[src/rtl/nfc_physical_output_serializer.sv]
// NAND DDR transmit serializer: turns a 16-bit valid/ready write stream into
// per-edge DQ/DQS values with preamble, postamble and output-enable sequencing.
module nfc_physical_output_serializer #(
  parameter int         PreambleCycles  = 2,
  parameter int         PostambleCycles = 2,
  parameter logic [7:0] PadByte         = 8'hFF
) (
  input  logic        iSystemClock,
  input  logic        iModuleResetN,
  input  logic        iPO_Start,
  input  logic        iPO_Buff_Valid,
  output logic        oPO_Buff_Ready,
  input  logic [15:0] iPO_Buff_Data,
  input  logic [1:0]  iPO_Buff_Keep,
  input  logic        iPO_Buff_Last,
  output logic [7:0]  oPO_DQ_Rising,
  output logic [7:0]  oPO_DQ_Falling,
  output logic        oPO_DQS_Rising,
  output logic        oPO_DQS_Falling,
  output logic        oPO_DQOutEnable,
  output logic        oPO_DQSOutEnable,
  output logic        oPO_Busy,
  output logic        oPO_Done,
  output logic [15:0] oPO_ByteCount
);

  typedef enum logic [1:0] {
    IDLE      = 2'd0,
    PREAMBLE  = 2'd1,
    BURST     = 2'd2,
    POSTAMBLE = 2'd3
  } state_t;

  // The start edge itself produces the first preamble cycle, so the
  // PREAMBLE state only covers the remaining PreambleCycles-1 cycles.
  localparam logic [3:0] PreLoad    = (PreambleCycles > 1) ? 4'(PreambleCycles - 2) : 4'd0;
  localparam logic [3:0] PostLoad   = 4'(PostambleCycles);
  localparam state_t     StartState = (PreambleCycles > 1) ? PREAMBLE : BURST;

  state_t      state_r;
  logic [3:0]  phase_cnt_r;
  logic [1:0]  beat_bytes_s;
  logic [16:0] count_sum_s;
  logic [15:0] count_next_s;

  assign oPO_Buff_Ready = (state_r == BURST);

  // Saturating byte counter increment for the beat currently offered
  always_comb begin
    beat_bytes_s = {1'b0, iPO_Buff_Keep[1]} + {1'b0, iPO_Buff_Keep[0]};
    count_sum_s  = {1'b0, oPO_ByteCount} + {15'd0, beat_bytes_s};
    if (count_sum_s[16]) begin
      count_next_s = 16'hFFFF;
    end else begin
      count_next_s = count_sum_s[15:0];
    end
  end

  // Burst sequencer and all registered pad-side outputs
  always_ff @(posedge iSystemClock) begin
    if (!iModuleResetN) begin
      state_r          <= IDLE;
      phase_cnt_r      <= 4'd0;
      oPO_DQ_Rising    <= 8'h00;
      oPO_DQ_Falling   <= 8'h00;
      oPO_DQS_Rising   <= 1'b0;
      oPO_DQS_Falling  <= 1'b0;
      oPO_DQOutEnable  <= 1'b0;
      oPO_DQSOutEnable <= 1'b0;
      oPO_Busy         <= 1'b0;
      oPO_Done         <= 1'b0;
      oPO_ByteCount    <= 16'd0;
    end else begin
      oPO_Done        <= 1'b0;
      oPO_DQS_Falling <= 1'b0;
      case (state_r)
        IDLE: begin
          if (iPO_Start) begin
            state_r          <= StartState;
            phase_cnt_r      <= PreLoad;
            oPO_DQ_Rising    <= 8'h00;
            oPO_DQ_Falling   <= 8'h00;
            oPO_DQS_Rising   <= 1'b0;
            oPO_DQOutEnable  <= 1'b1;
            oPO_DQSOutEnable <= 1'b1;
            oPO_Busy         <= 1'b1;
            oPO_ByteCount    <= 16'd0;
          end else begin
            oPO_DQS_Rising <= 1'b0;
          end
        end
        PREAMBLE: begin
          if (phase_cnt_r == 4'd0) begin
            state_r <= BURST;
          end else begin
            phase_cnt_r <= phase_cnt_r - 4'd1;
          end
        end
        BURST: begin
          oPO_DQS_Rising <= 1'b0;
          if (iPO_Buff_Valid) begin
            // A beat without its rising byte carries no data: DQS and DQ idle
            if (iPO_Buff_Keep[0]) begin
              oPO_DQS_Rising <= 1'b1;
              oPO_DQ_Rising  <= iPO_Buff_Data[7:0];
              oPO_DQ_Falling <= iPO_Buff_Keep[1] ? iPO_Buff_Data[15:8] : PadByte;
            end
            oPO_ByteCount <= count_next_s;
            if (iPO_Buff_Last) begin
              state_r     <= POSTAMBLE;
              phase_cnt_r <= PostLoad;
            end
          end
        end
        POSTAMBLE: begin
          oPO_DQS_Rising <= 1'b0;
          if (phase_cnt_r == 4'd0) begin
            state_r          <= IDLE;
            oPO_DQOutEnable  <= 1'b0;
            oPO_DQSOutEnable <= 1'b0;
            oPO_Busy         <= 1'b0;
          end else begin
            phase_cnt_r <= phase_cnt_r - 4'd1;
            oPO_Done    <= (phase_cnt_r == 4'd1);
          end
        end
        default: begin
          state_r <= IDLE;
        end
      endcase
    end
  end

endmodule

[config.mk]
export PLATFORM = sky130hd
export DESIGN_NAME = nfc_physical_output_serializer
export DESIGN_NICKNAME = d
export VERILOG_FILES = /design/src/rtl/nfc_physical_output_serializer.sv
export SDC_FILE = /design/constraint.sdc
export NUM_CORES = 1
export LEC_CHECK = 0
export ABC_AREA = 1
export BUFFER_PORTS_ARGS = -buffer_cell sky130_fd_sc_hd__buf_2
export CAP_MARGIN = 0
export CORE_UTILIZATION = 56
export DETAILED_ROUTE_END_ITERATION = 10
export PLACE_DENSITY = 0.88
export SYNTH_ARGS = -nofsm -noshare
export SYNTH_HDL_FRONTEND = slang
export SYNTH_SLANG_ARGS = --single-unit
export TNS_END_PERCENT = 30
[constraint.sdc]
create_clock -name iSystemClock -period 3.55 [get_ports iSystemClock]
set_input_delay 0 -clock iSystemClock [delete_from_list [all_inputs] [get_ports iSystemClock]]
set_output_delay 0 -clock iSystemClock [all_outputs]
set_load 0.02 [all_outputs]
=== After elaboration in Yosys (flattened, before gate mapping) ===
Cells that the tools add are included.

* ROM bits: 0
* Register bits: 41
* Memories kept: 0
* Bits in writable memories: 0
* Logic and storage cells: 66
* Bits in latches: 0

* Bitwise operators: 2
* Equality and inequality tests: 11
* Reduce and logical (&&, ||, !) cells: 13
* Add/subtract/negate cells: 3
* $lt $le $gt $ge: 0
* Divide/modulo/power cells: 0
* Shift-type cells: 0
* $mul: 0
* Mux-type cells: 29

{| class="wikitable"
|+ Operator list
! cell !! count
|-
| 2-to-1 mux 16 bit || 3
|-
| 2-to-1 mux 8 bit || 6
|-
| case mux 16 bit (2 select lines) || 1
|-
| case mux 8 bit (2 select lines) || 2
|-
| adder 16 x 2 -> 17 bit || 1
|-
| 2-to-1 mux 4 bit || 4
|-
| case mux 4 bit (3 select lines) || 1
|-
| 2-to-1 mux 2 bit || 5
|-
| inequality test 2 bit (second input constant) || 5
|-
| case mux 2 bit (4 select lines) || 1
|-
| AND reduction 4 bit || 2
|-
| AND reduction 3 bit || 2
|-
| nonzero test 2 bit || 3
|-
| AND reduction 5 bit || 1
|-
| equality test 2 bit (second input constant) || 2
|-
| equality test 4 x 1 -> 1 bit (second input constant) || 1
|-
| zero test 4 bit || 1
|-
| 2-to-1 mux 1 bit || 4
|-
| inequality test 2 x 1 -> 1 bit (second input constant) || 2
|-
| case mux 1 bit (2 select lines) || 2
|-
| OR reduction 2 bit || 2
|-
| subtractor 4 x 1 -> 4 bit (second input constant) || 1
|-
| OR reduction 3 bit || 1
|-
| adder 1 x 1 -> 2 bit || 1
|-
| 3 further kinds || 4
|}

=== Longest topological paths before layout ===
* Depth in word-level cells: 5
* Mapped depth: 12

=== Least setup slack after synthesis ===
No wires, ideal clock.

* Path kind: register -> register
* From: reg oPO_ByteCount[0]
* To: reg oPO_ByteCount[13]
* Path slack: 1.478 ns
* Data arrival time: 2.001 ns
* Setup time: 0.071 ns
* Clock period less this slack: 2.072 ns
* Stages on the path, launching flop included: 13
* Required time: 3.479 ns
* Cells stage by stage: dfxtp_1 -> inv_1 -> fa_1 -> inv_1 -> ha_1 -> nand2_1 -> nor2_1 -> nand2_1 -> nor2_1 -> nand2_1 -> nand3_1 -> nand2_1 -> a21oi_1

* Longest elaborated chain between the ends: 4

{| class="wikitable"
|+ Ends and longest elaborated chain
! what !! RTL line !! text
|-
| start, declared || 24 || <nowiki>output logic [15:0] oPO_ByteCount</nowiki>
|-
| start signal, assigned || 108 || <nowiki>oPO_ByteCount <= count_next_s;</nowiki>
|-
| adder 16 x 2 -> 17 bit || 51 || <nowiki>count_sum_s = {1'b0, oPO_ByteCount} + {15'd0, beat_bytes_s};</nowiki>
|-
| 2-to-1 mux 16 bit || 52 || <nowiki>if (count_sum_s[16]) begin</nowiki>
|-
| 2-to-1 mux 16 bit || 101 || <nowiki>if (iPO_Buff_Valid) begin</nowiki>
|-
| case mux 16 bit (2 select lines) || 76 || <nowiki>case (state_r)</nowiki>
|}

No other way between the ends. The select of a mux whose other input is x is not followed.
A chain may end at the register's enable or synchronous reset.

=== Final worst setup path ===
* From: reg oPO_ByteCount[0]
* To: reg oPO_ByteCount[10]

The elaborated chain is that of the path after synthesis.

==> results.md <==
* Worst setup SP type: flip-flop
* FF+latch count, synth at 41
* Final ANT Viol Nets at 0
* Cell area after synthesis at 2180 um2
* Worst-path fanout max at 8
* Final Skew at 0.0105 ns
* Final hold violations at 1
* Lkg Pwr at 1.21 nW
* CTS sink count at 41
* Setup bufs post-CTS at 0
* Antenna violations before repair at 0
* TritonCTS clock tree: built
* Post-Place Worst Slack at 1.21 ns
* Synth unique cells at 31
* Vias per cell at 5.15
* Comb pwr share at 42.8%
* Number of max-cap violations at 0
* Total CTS buffers at 5
* Clock Power Share at 22.4%
* Final net count at 418
* Placed inst area at 2480 um2
* Post-route cell area at 2680 um2
* Synth warnings at 0
* Gr usage total at 27.6%
* Unrepaired setup endpoints after global routing: no
* Die width at 64.4 um
* Synth top area share at 37.6%
* Worst Tran Pin Value at 0.964 ns
* Hold depth at 3
* Worst Hold Class: input pin to flip-flop
* Placed insts at 418
* Switching Share at 42.5%
* Die Area at 4150 um2
* Setup_tns at 0 ns
* Pwr/cell area at 637 nW/um2
* Sequential power share at 34.8%
* Clk root buf: clkbuf_8
* Critical Path RT at 3.76 ns
* Switch Pwr at 0.725 mW
* Internal power at 0.980 mW
* Max rail drop VDD at 0.617 mV
* Wirelength per Cell at 12.1 um
* Min-delay src: iPO_Buff_Data[14]
* # DRC at 0
* Arr. time, crit path at 2.60 ns
* GP Congestion at 0.871
* Initial Utilization at 59.1%
* M1 GR Usage at 34.1%
* Post-detail-place hpwl at 3720 um
* Worst Slack Setup Final at 1.16 ns
* Status: complete, but fails checks
* Failing checks: negative hold slack
* Terminus of the critical flop-to-flop path: oPO_ByteCount[10]$_SDFFE_PN0P_
* Number of DRC markers in iteration 0 at 192
* Die height at 64.4 um
* Layout cells sized above 1 at 19.9%
* Drt total wl at 5270 um
* Normalized max-slew margin at 35.7%
* GR Util met2 at 46.8%
* Register area share after synthesis at 37.6%
* Worst hold slack at -0.00228 ns
* Number of iterations in the first detailed-routing pass at 4
* Vias in the first global route at 2,062
* Setup Crit Path Kind: flip-flop to flip-flop
* GR peak layer: met2
* Commonest non-fill, non-tap cells in the layout: nand2_1, buf_2, nor2_1
* Worst Setup End Kind: flip-flop
* Hold Path Sink: oPO_DQ_Falling[6]$_SDFFE_PN0P_
* Core area at 3690 um2
* Syn Inst Count at 320
* Ant. Diodes at 0
* Gr ovfl total at 0
* Largest net degree at the start of global routing at 31
* Fmax at 419 MHz
* Main area contributors after synthesis: dfxtp_1, nand2_1, nor2_1
* Commonest non-fill, non-tap cell in the layout: nand2_1
* Final Setup Violations at 0
* Max Slew Vio Count at 0
* Reg2Reg Depth at 12
* Clk Latency, worst-skew pair at 0.29 ns
* I/O pins at 62
* Area Growth Syn to Fin at 22.7%
* Vias at 2,236
* Placement Rows at 22
* First-pass GRT wire length at 9050 um
* # H-tree levels at 2
* Area leader, netlist: dfxtp_1
* CTS clock-pin slew for the worst setup and hold paths at 0.09 ns
* Average cell area after synthesis at 6.82 um2
* Final min period at 2.39 ns
* Final Cycle Share at 67.2%
* Cell Count, Final, Fillers Out at 434
* Max Buffers Root-to-Sink at 2
* R2r setup slk at 1.16 ns
* Port bufs at 60
* Fillers at 311
* Reg2reg start: oPO_ByteCount[0]$_SDFFE_PN0P_
* Mapped Nets at 353
* Met3 Usage GRT at 6.96%
[worst max-delay path by stage]
stage | endpoint | slack, ns | startpoint | depth (start not counted)
floorplan | oPO_ByteCount[13]$_SDFFE_PN0P_ | 1.48 | oPO_ByteCount[0]$_SDFFE_PN0P_ | 12
global placement | oPO_ByteCount[15]$_SDFFE_PN0P_ | 1.27 | iPO_Buff_Keep[1] | 13
detailed placement | oPO_ByteCount[10]$_SDFFE_PN0P_ | 1.21 | iPO_Buff_Keep[1] | 13
CTS | oPO_ByteCount[10]$_SDFFE_PN0P_ | 1.17 | oPO_ByteCount[0]$_SDFFE_PN0P_ | 12
global route | oPO_ByteCount[10]$_SDFFE_PN0P_ | 0.93 | oPO_ByteCount[0]$_SDFFE_PN0P_ | 12
finish | oPO_ByteCount[10]$_SDFFE_PN0P_ | 1.16 | oPO_ByteCount[0]$_SDFFE_PN0P_ | 12
[layout make-up]
cell class	count	area, um2	area share (%)
sequential	41	821	30.7
multi-input combinational	238	1180	44.2
inverter	31	118	4.40
clock inverter	3	46.3	1.73
timing repair buffer	68	380	14.2
clock buffer	5	68.8	2.57
tap	48	60.1	2.25
[power groups by stage]
| stage | Sequential, mW | Combinational, mW | Clock (mW) |
|---|---|---|---|
| floorplan | 0.656 | 0.512 | 0 |
| global placement | 0.600 | 0.697 | 0 |
| detailed placement | 0.602 | 0.716 | 0 |
| CTS | 0.594 | 0.725 | 0.389 |
| global route | 0.603 | 0.821 | 0.415 |
| finish | 0.594 | 0.729 | 0.382 |
[synthesized netlist by cell type]
cell,count
o21ai_0,23
nand2_2,1
nor3_1,6
ha_1,9
buf_4,4
fa_1,1
buf_6,1
nor2_1,49
a21oi_1,31
inv_2,2
inv_1,27
nand2_1,79
clkinv_1,1
nor2_4,1
o21ai_4,1
a31o_2,1
xnor2_1,2
clkinv_2,1
nand3_1,19
xor2_1,6
a21oi_2,1
and3_1,1
conb_1,1
o21ai_1,1
o21bai_1,1
dfxtp_1,41
o21ai_2,1
nand4_1,2
clkbuf_1,4
buf_2,1
o211ai_1,1
[through the flow]
step                total power, mW  util, %
finish                         1.70     72.5
global placement               1.30     67.2
detailed placement             1.32     67.2
floorplan                      1.17        -
global route                   1.84     72.5
CTS                            1.71     72.5
[sequential cells by signal, indices dropped and copies added (netlist names)]
signal	cells
state_r	2
oPO_Done	1
oPO_DQ_Rising	8
oPO_Busy	1
oPO_ByteCount	16
oPO_DQ_Falling	8
phase_cnt_r	4
oPO_DQS_Rising	1
[cells by family after synthesis]
logic type	share of synthesized area [%]
other	0.172
buffers and inverters	8.20
adders and majority gates	6.08
AOI/OAI and AO/OA	15.3
DFF	37.6
xor gates and xnor gates	3.21
and+or+nand+nor	29.4
[what timing repair did]
item,CTS,global route
hold buffers,8,0
resized for setup,0,0
hold endpoints to repair,8,0
[critical path, cell delays in order (launching register included)]
cell and delay [ns]:
dfxtp_1 0.37, inv_1 0.07, fa_1 0.39, inv_1 0.11
ha_1 0.21, nand2_1 0.07, nor2_1 0.15, nand2_1 0.14
nor2_1 0.18, nand2_1 0.24, nand3_1 0.17, nand2_1 0.06
a21oi_1 0.14
[per-layer routing]
layer  up-vias  routed length (um)
met5         -                   0
met4         0                  57
met3         7                 325
met2        79                2570
met1       998                2320
li1       1152                   -
Note: power is estimated with default switching activity, not from simulation.
